==> config.mk <==
export PLATFORM = sky130hd
export DESIGN_NAME = dram_mport_clr
export DESIGN_NICKNAME = d
export VERILOG_FILES = /design/src/rtl/dram_pkg.sv /design/src/rtl/dram_clr_fsm.sv /design/src/rtl/dram_mport_clr.sv
export SDC_FILE = /design/constraint.sdc
export NUM_CORES = 1
export LEC_CHECK = 0
export ABC_CLOCK_PERIOD_IN_PS = 2800
export CORE_AREA = 2 2 275 277
export CTS_CLUSTER_DIAMETER = 30
export CTS_CLUSTER_SIZE = 28
export DETAILED_ROUTE_END_ITERATION = 12
export DIE_AREA = 0 0 277 279
export MAX_ROUTING_LAYER = met4
export SYNTH_ARGS = -nofsm -noshare
export SYNTH_HDL_FRONTEND = slang
export SYNTH_SLANG_ARGS = --single-unit
==> constraint.sdc <==
create_clock -name clk -period 2.8 [get_ports clk]
set_input_delay 0.42 -clock clk [delete_from_list [all_inputs] [get_ports clk]]
set_output_delay 0.42 -clock clk [all_outputs]
set_load 0.01 [all_outputs]
==> src/rtl/dram_pkg.sv <==
// Shared types and helpers for the multi-port distributed RAM with clear engine.
package dram_pkg;

    typedef enum logic {
        IDLE  = 1'b0,
        CLEAR = 1'b1
    } clr_state_t;

    // Number of entries for a given address width.
    function automatic int dram_depth(input int ab);
        return 1 << ab;
    endfunction

endpackage

==> src/rtl/dram_clr_fsm.sv <==
// Range-clear engine. It owns the RAM write port and arbitrates between user
// writes (IDLE) and clear writes (CLEAR). A clear wraps past the top address.
module dram_clr_fsm
    import dram_pkg::*;
#(
    parameter int addr_bits = 6,
    parameter int data_bits = 8
) (
    input  logic                 clk,
    input  logic                 rst,
    input  logic                 en,
    input  logic                 we,
    input  logic [addr_bits-1:0] addrd,
    input  logic [data_bits-1:0] did,
    input  logic                 clr_start,
    input  logic [addr_bits-1:0] clr_base,
    input  logic [addr_bits-1:0] clr_len,
    input  logic [data_bits-1:0] clr_val,
    output logic                 wr_sel,
    output logic [addr_bits-1:0] wr_addr,
    output logic [data_bits-1:0] wr_data,
    output logic                 clr_busy,
    output logic                 clr_done
);

    // A length of 0 selects the whole array, so cnt needs one extra bit.
    localparam logic [addr_bits:0] CNT_FULL = (addr_bits+1)'(dram_depth(addr_bits));
    localparam logic [addr_bits:0] CNT_ONE  = (addr_bits+1)'(1);

    clr_state_t           state, state_n;
    logic [addr_bits-1:0] ptr, ptr_n;
    logic [addr_bits:0]   cnt, cnt_n;
    logic [data_bits-1:0] val_q, val_n;
    logic                 done_n;

    // State register; reset aborts any clear in flight.
    always_ff @(posedge clk) begin
        if (rst) begin
            state    <= IDLE;
            ptr      <= '0;
            cnt      <= '0;
            val_q    <= '0;
            clr_done <= 1'b0;
        end else begin
            state    <= state_n;
            ptr      <= ptr_n;
            cnt      <= cnt_n;
            val_q    <= val_n;
            clr_done <= done_n;
        end
    end

    // Next-state: latch a request in IDLE, step pointer/count in CLEAR while enabled.
    always_comb begin
        state_n = state;
        ptr_n   = ptr;
        cnt_n   = cnt;
        val_n   = val_q;
        done_n  = 1'b0;
        case (state)
            IDLE: begin
                if (clr_start) begin
                    ptr_n   = clr_base;
                    val_n   = clr_val;
                    cnt_n   = (clr_len == '0) ? CNT_FULL : {1'b0, clr_len};
                    state_n = CLEAR;
                end
            end
            CLEAR: begin
                if (en) begin
                    ptr_n = ptr + 1'b1;
                    cnt_n = cnt - 1'b1;
                    if (cnt == CNT_ONE) begin
                        state_n = IDLE;
                        done_n  = 1'b1;
                    end
                end
            end
            default: state_n = IDLE;
        endcase
    end

    // Write-port mux; user writes are dropped while clearing and nothing is
    // written on a reset edge.
    always_comb begin
        wr_sel  = 1'b0;
        wr_addr = addrd;
        wr_data = did;
        if (!rst && en) begin
            if (state == CLEAR) begin
                wr_sel  = 1'b1;
                wr_addr = ptr;
                wr_data = val_q;
            end else begin
                wr_sel  = we;
            end
        end
    end

    assign clr_busy = (state == CLEAR);

endmodule

==> src/rtl/dram_mport_clr.sv <==
// Multi-read-port distributed RAM with a built-in range-clear engine.
// Optional macro DRAM_MPORT_BYPASS_EN forwards the active write data to any
// read port addressing the written entry in the same cycle.
module dram_mport_clr
    import dram_pkg::*;
#(
    parameter int addr_bits  = 6,
    parameter int data_bits  = 8,
    parameter int read_ports = 3
) (
    input  logic                            clk,
    input  logic                            rst,
    input  logic                            en,
    input  logic                            we,
    input  logic [addr_bits-1:0]            addrd,
    input  logic [data_bits-1:0]            did,
    input  logic [read_ports*addr_bits-1:0] addr_r,
    output logic [read_ports*data_bits-1:0] do_r,
    input  logic                            clr_start,
    input  logic [addr_bits-1:0]            clr_base,
    input  logic [addr_bits-1:0]            clr_len,
    input  logic [data_bits-1:0]            clr_val,
    output logic                            clr_busy,
    output logic                            clr_done
);

    localparam int DEPTH = dram_depth(addr_bits);

    logic                 wr_sel;
    logic [addr_bits-1:0] wr_addr;
    logic [data_bits-1:0] wr_data;

    logic [data_bits-1:0] ram [DEPTH];

    logic [read_ports-1:0][addr_bits-1:0] rd_addr;
    logic [read_ports-1:0][data_bits-1:0] rd_data;

    assign rd_addr = addr_r;
    assign do_r    = rd_data;

    dram_clr_fsm #(
        .addr_bits (addr_bits),
        .data_bits (data_bits)
    ) u_fsm (
        .clk       (clk),
        .rst       (rst),
        .en        (en),
        .we        (we),
        .addrd     (addrd),
        .did       (did),
        .clr_start (clr_start),
        .clr_base  (clr_base),
        .clr_len   (clr_len),
        .clr_val   (clr_val),
        .wr_sel    (wr_sel),
        .wr_addr   (wr_addr),
        .wr_data   (wr_data),
        .clr_busy  (clr_busy),
        .clr_done  (clr_done)
    );

    // Single write port; contents are deliberately not reset.
    always_ff @(posedge clk) begin
        if (wr_sel) ram[wr_addr] <= wr_data;
    end

    // Asynchronous read ports.
    for (genvar k = 0; k < read_ports; k++) begin : g_rd
`ifdef DRAM_MPORT_BYPASS_EN
        assign rd_data[k] = (wr_sel && (wr_addr == rd_addr[k])) ? wr_data : ram[rd_addr[k]];
`else
        assign rd_data[k] = ram[rd_addr[k]];
`endif
    end

endmodule
# Yosys cells after proc, flatten, opt, wreduce, memory -nomap -nowiden

Memories as Yosys holds them, arrays and structs flattened.
Cells that the tools add are included.

Flip-flop bits (word level): 23
Bits in latches: 0
Bits in writable memories: 512
Bits in read-only memories: 0
Input bits: 57
Word-level logic and storage cells: 39
Memories kept: 1

$add $sub $neg: 2
$mul: 0
Divide/modulo/power cells: 0
Magnitude comparators: 0
Equal/unequal tests: 3
Shift operators: 0
Mux-type cells: 20
Bitwise operators: 2
Reduce and logical (&&, ||, !) cells: 6

Memory list:

| memory | depth | bits a word | rd ports | clocked after Yosys merged registers in | write ports | line                 | source |
|---|---|---|---|---|---|---|---|
| ram    | 64    | 8           | 3        | 0                                       | 1           | dram_mport_clr.sv:33 | `logic [data_bits-1:0] ram [DEPTH];` |

Operators by type and width:

| kind                                              | count |
|---|---|
| two-way mux 6 bit                                 | 4 |
| two-way mux 7 bit                                 | 3 |
| two-way mux 8 bit                                 | 2 |
| one-hot mux 7 bit (2 select lines)                | 1 |
| one-hot mux 6 bit (2 select lines)                | 1 |
| two-way mux 1 bit                                 | 8 |
| == test 7 x 1 -> 1 bit (second input constant)    | 1 |
| subtractor 7 x 1 -> 7 bit (second input constant) | 1 |
| adder 6 x 1 -> 6 bit (second input constant)      | 1 |
| logical NOT 6 bit                                 | 1 |
| != test 2 bit (second input constant)             | 2 |
| AND reduction 2 bit                               | 2 |
| OR reduction 3 bit                                | 1 |
| NOT 1 bit                                         | 2 |
| one-hot mux 1 bit (2 select lines)                | 1 |
| logical AND 1 bit                                 | 1 |
| logical NOT 1 bit                                 | 1 |

# Logic depth before layout (Yosys ltp)

Gate-level depths: netlist of the first run.

Depth after elaboration: 5
Gate-level depth with buffers: 9
Mapped depth without buffers: 7

# By module

From an unflattened synthesis of the first run, not the netlist that was laid out.

Cells, all modules: 1697
Area total of the unflattened synthesis: 29854.9 sq um

Modules (own cells, without submodules):

| module         | times used | cells an instance | area each (sq um) | seq. area each (sq um) |
|---|---|---|---|---|
| dram_mport_clr | 1          | 1543              | 28564.9           | 15374.7 |
| dram_clr_fsm   | 1          | 154               | 1290.0            | 460.4 |

# Worst setup path before layout of the first run

OpenSTA, ideal clock, no wires.

Path kind: input -> output
Start: input port addr_r[0]
End: output port do_r[3]
Arrival time: 2.086 ns
Required time: 2.380 ns
Slack: 0.294 ns
Cell stages on the path: 7
Cells stage by stage: buf_2 buf_6 buf_6 mux4_2 mux4_2 o211ai_1 nand2_1

Word-level cells in the longest chain between the ends: 1

RTL lines:

| element             | line                 | source |
|---|---|---|
| from (decl)         | dram_mport_clr.sv:17 | `input logic [read_ports*addr_bits-1:0] addr_r,` |
| memory (64 x 8 bit) | -                    |  |
| to (decl)           | dram_mport_clr.sv:18 | `output logic [read_ports*data_bits-1:0] do_r,` |

Every way passes these cells.

==> results.rst, run 1 <==
.. list-table::
   :header-rows: 1

   * - Metric
     - Value
   * - Violated checks
     - setup timing
   * - Kind of critical path
     - flop to output pin
   * - RSZ-0062 raised after global routing
     - true
   * - Die area
     - 0.07728 mm²
   * - Peak supply drop
     - 0.4035 mV
   * - Count of inserted antenna diode cells
     - 0
   * - Syn nets
     - 1787
   * - Placement Setup Slack
     - -1036 ps
   * - Area growth syn-to-layout
     - 33.25%
   * - Share of total power consumed by net switching
     - 23.84%
   * - Starting Density
     - between 30% and 40%
   * - Number of cells on the worst reg-to-reg path
     - 6
   * - Detailed-router iteration count before antenna repair
     - 5
   * - Global-route wire length before repair
     - 143100 µm
   * - Initial antenna violation count
     - 0
   * - Ranking of synthesized cells by area
     - sky130_fd_sc_hd__edfxtp_1 (52%), sky130_fd_sc_hd__mux4_2 (28%), sky130_fd_sc_hd__mux2i_1 (5.4%)
   * - Final weighted congestion in routability-driven placement
     - 0.9821
   * - Cells after synthesis
     - 1727
   * - Worst min-delay path category
     - input pin to flop
   * - Vias in the first global route
     - 20900
   * - Total overflow reported by the global router
     - 0
   * - Post-route DRC
     - 0
   * - Max-slew violation count
     - 0
   * - Drt first-iter violations
     - 2440
   * - Slew @ Worst Pin
     - 704.3 ps
   * - Die Wd
     - 277 µm
   * - Minimum clock period
     - 3337 ps
   * - Arrival time of data at the critical path endpoint
     - 2920 ps
   * - Filler cells
     - 5920
   * - Capturing element type of the critical path
     - output pin
   * - Critical path required time
     - 2380 ps
   * - Share of total power in combinational logic
     - 11.1%
   * - Clock tree from TritonCTS
     - yes
   * - Largest area contributor in the synthesized netlist
     - sky130_fd_sc_hd__edfxtp_1
   * - Power share of the clock group
     - between 50% and 60%
   * - Die Y
     - 279 µm
   * - Portion of the post-synthesis area used by sequential elements
     - 53.52%
   * - Reg power frac
     - between 30% and 40%
   * - Antenna-violating nets left
     - 0
   * - Post-CTS clock slew at the launch and capture registers of the worst setup and hold paths
     - 50 ps
   * - Net total in the final layout
     - 2267
   * - Final-report setup violation count
     - 24
   * - Syn_area_per_cell
     - 17.13 µm²
   * - Number of violations of the max-capacitance limit
     - 0
   * - Final clock period utilization by the worst path
     - 119.2%
   * - Count of input and output buffers
     - 82
   * - I/O pin total
     - 83
   * - Result of the run
     - complete, but fails checks
   * - Max Fclk
     - 299.6 MHz
   * - Post-detailed-route wirelength per cell
     - 29.73 µm
   * - Overall routing resource usage
     - 26.17%
   * - Yosys top cell area share
     - 51.97%
   * - Number of CTS-inserted buffers
     - 111
   * - Number of synthesized flops with an enable pin
     - approximately 510
   * - Reported leakage power
     - between 0.01 and 0.015 µW
   * - Number of clock sinks seen by CTS
     - ~540
   * - Worst-Skew Late Latency
     - 660 ps
   * - Power density over the cells
     - 654.4 mW/mm²
   * - CTS H-tree depth
     - 3
   * - Synth Flop Type
     - sky130_fd_sc_hd__edfxtp_1
   * - Worst setup margin
     - -537.4 ps
   * - Fin Clk Skew
     - 20.54 ps
   * - Pin count of the biggest net entering global routing
     - 65
   * - Layout cell share with drive strength beyond 1
     - 48.42%
   * - Worst-case clock buffer depth
     - 3
   * - Net switching component of the power
     - 6150 µW
   * - Total count of hold-check failures in the final report
     - 0
   * - P_int
     - 19650 µW
   * - CTS root buffer
     - sky130_fd_sc_hd__clkbuf_16
   * - Crit path launch type
     - flop
   * - DR vias/cell
     - about 6.3
   * - Worst slew slack as a fraction of its limit
     - a little over half
   * - Crit path max fanout
     - 3
   * - Row count
     - 100
   * - Dpl hpwl
     - 69820 µm
   * - Core box area
     - roughly 0.074 mm²
   * - Number of different library cells in the post-synthesis netlist
     - between 40 and 50
   * - Accumulated negative setup slack
     - -8028 ps
   * - Post-synthesis async set-or-reset flop share
     - 0%
   * - Leading cell type in the layout, fill and taps excluded
     - sky130_fd_sc_hd__edfxtp_1
   * - Commonest cells after routing, fill and taps aside
     - sky130_fd_sc_hd__edfxtp_1 (512), sky130_fd_sc_hd__buf_4 (376), sky130_fd_sc_hd__mux4_2 (374)
   * - Count of vias placed by the detailed router
     - just over 20000
   * - Cell area after synthesis
     - 0.02959 mm²
   * - Flip-flop and latch count after synthesis
     - 535
   * - WHS Path Cells
     - 3
   * - Count of warnings emitted by yosys
     - 0
   * - Total Wirelength
     - 97340 µm
## path summary, 6_finish.rpt
check | slack (ps) | to | start
setup / recovery | -540 | do_r[21] | ram[55][5]$_DFFE_PP_
hold / removal | 310 | u_fsm.val_q[7]$_SDFFE_PP0P_ | clr_val[7]
setup reg to reg | 290 | ram[14][2]$_DFFE_PP_ | u_fsm.clr_busy$_SDFF_PP0_
hold reg to reg | 450 | u_fsm.val_q[2]$_SDFFE_PP0P_ | u_fsm.val_q[2]$_SDFFE_PP0P_
## synth_stat cells, drive strengths merged (3+ instances only)
cell and n:
clkbuf 51, o21ai 31, xor2 3, buf 101, ha 3, nand3b 7, mux2i 160, nor2 85
o22ai 18, nand2 88, mux2 9, nand3 16, or3 3, nand2b 7, a22oi 43, a31o 8
mux4 374, o31a 6, nor2b 23, nor3 9, a32o 7, a21oi 43, inv 5, and2 8
o211ai 11, a211oi 5, a22o 5, dfxtp 23, a221oi 22, o31ai 3, edfxtp 512, a31oi 4
nor4 10, a2111oi 12
## metal layers
layer	vias to the layer above	global-route usage [%]	wire length, µm
li1	8431	-	-
met1	10750	34.67	38470
met2	1266	39.81	45160
met3	191	5.472	9958
met4	0	10.28	3753
met5	-	-	0
## power by group through the flow
stage	sequential [µW]	combinational, µW	clock (µW)
2_1_floorplan	9040	1450	0
3_3_place_gp	9040	2670	0
3_5_place_dp	9050	2700	0
4_1_cts	8900	2770	14200
5_1_grt	8900	2980	14600
6_report	8900	2860	14000
## cell type report
class	count	area [µm²]	share of cell area, %
Sequential cell	535	15840	40.17
Clock buffer	120	2854	7.239
Tap cell	969	1212	3.075
Inverter	5	18.77	0.04761
Multi-Input combinational cell	1035	13510	34.27
Clock inverter	91	1192	3.025
Timing Repair Buffer	519	4800	12.17
## worst max-delay path, cell delays in order, from the launching register on
cell and delay, ps:
sky130_fd_sc_hd__edfxtp_1 430, sky130_fd_sc_hd__mux4_2 520, sky130_fd_sc_hd__mux4_2 570, sky130_fd_sc_hd__o211ai_1 320
sky130_fd_sc_hd__o21ai_2 220, sky130_fd_sc_hd__buf_2 200
## repair_timing
action	in CTS	in global routing
pin swaps	40	25
hold buffers	0	0
buffers inserted	27	11
resized for setup	178	41
endpoints found under the setup margin	24	24
## sequential cells by signal, summed over array words and instances, names as in the netlist
name	flops
ram	512
u_fsm.val_q	8
u_fsm.cnt	7
u_fsm.ptr	6
u_fsm.clr_busy	1
u_fsm.clr_done	1
## stage by stage
step	util [%]	hold WS, ps	instances	cell area [µm²]	power (µW)
floorplan	-	433.8	1727	29590	10490
global placement	46.66	440.5	3025	34560	11720
detailed placement	46.66	447.2	3025	34560	11740
CTS	52.83	282.7	3263	39130	25840
global route	53.22	316.4	3274	39420	26470
finish	53.22	312.8	3274	39420	25800
## cells by family after synthesis
group / after synthesis / synth area share [%]
buffers and inverters: 157 / 2.728
multiplexers: 543 / 34.23
AND/OR/NAND/NOR: 259 / 3.958
AO/OA/AOI/OAI: 226 / 5.320
flip-flops: 535 / 53.52
XOR/XNOR: 4 / 0.1184
adder cells (fa/ha/maj): 3 / 0.1269
Power figures use the tool's default switching activity.
==> run 2: changes to the inputs <==
--- a/config.mk
+++ b/config.mk
@@ -5,6 +5,7 @@
 export SDC_FILE = /design/constraint.sdc
 export NUM_CORES = 1
 export LEC_CHECK = 0
+export ABC_AREA = 0
 export ABC_CLOCK_PERIOD_IN_PS = 2800
 export CORE_AREA = 2 2 275 277
 export CTS_CLUSTER_DIAMETER = 30
==> results of run 2 <==
Final layout, timing and power as in run 1 (identical DEF).
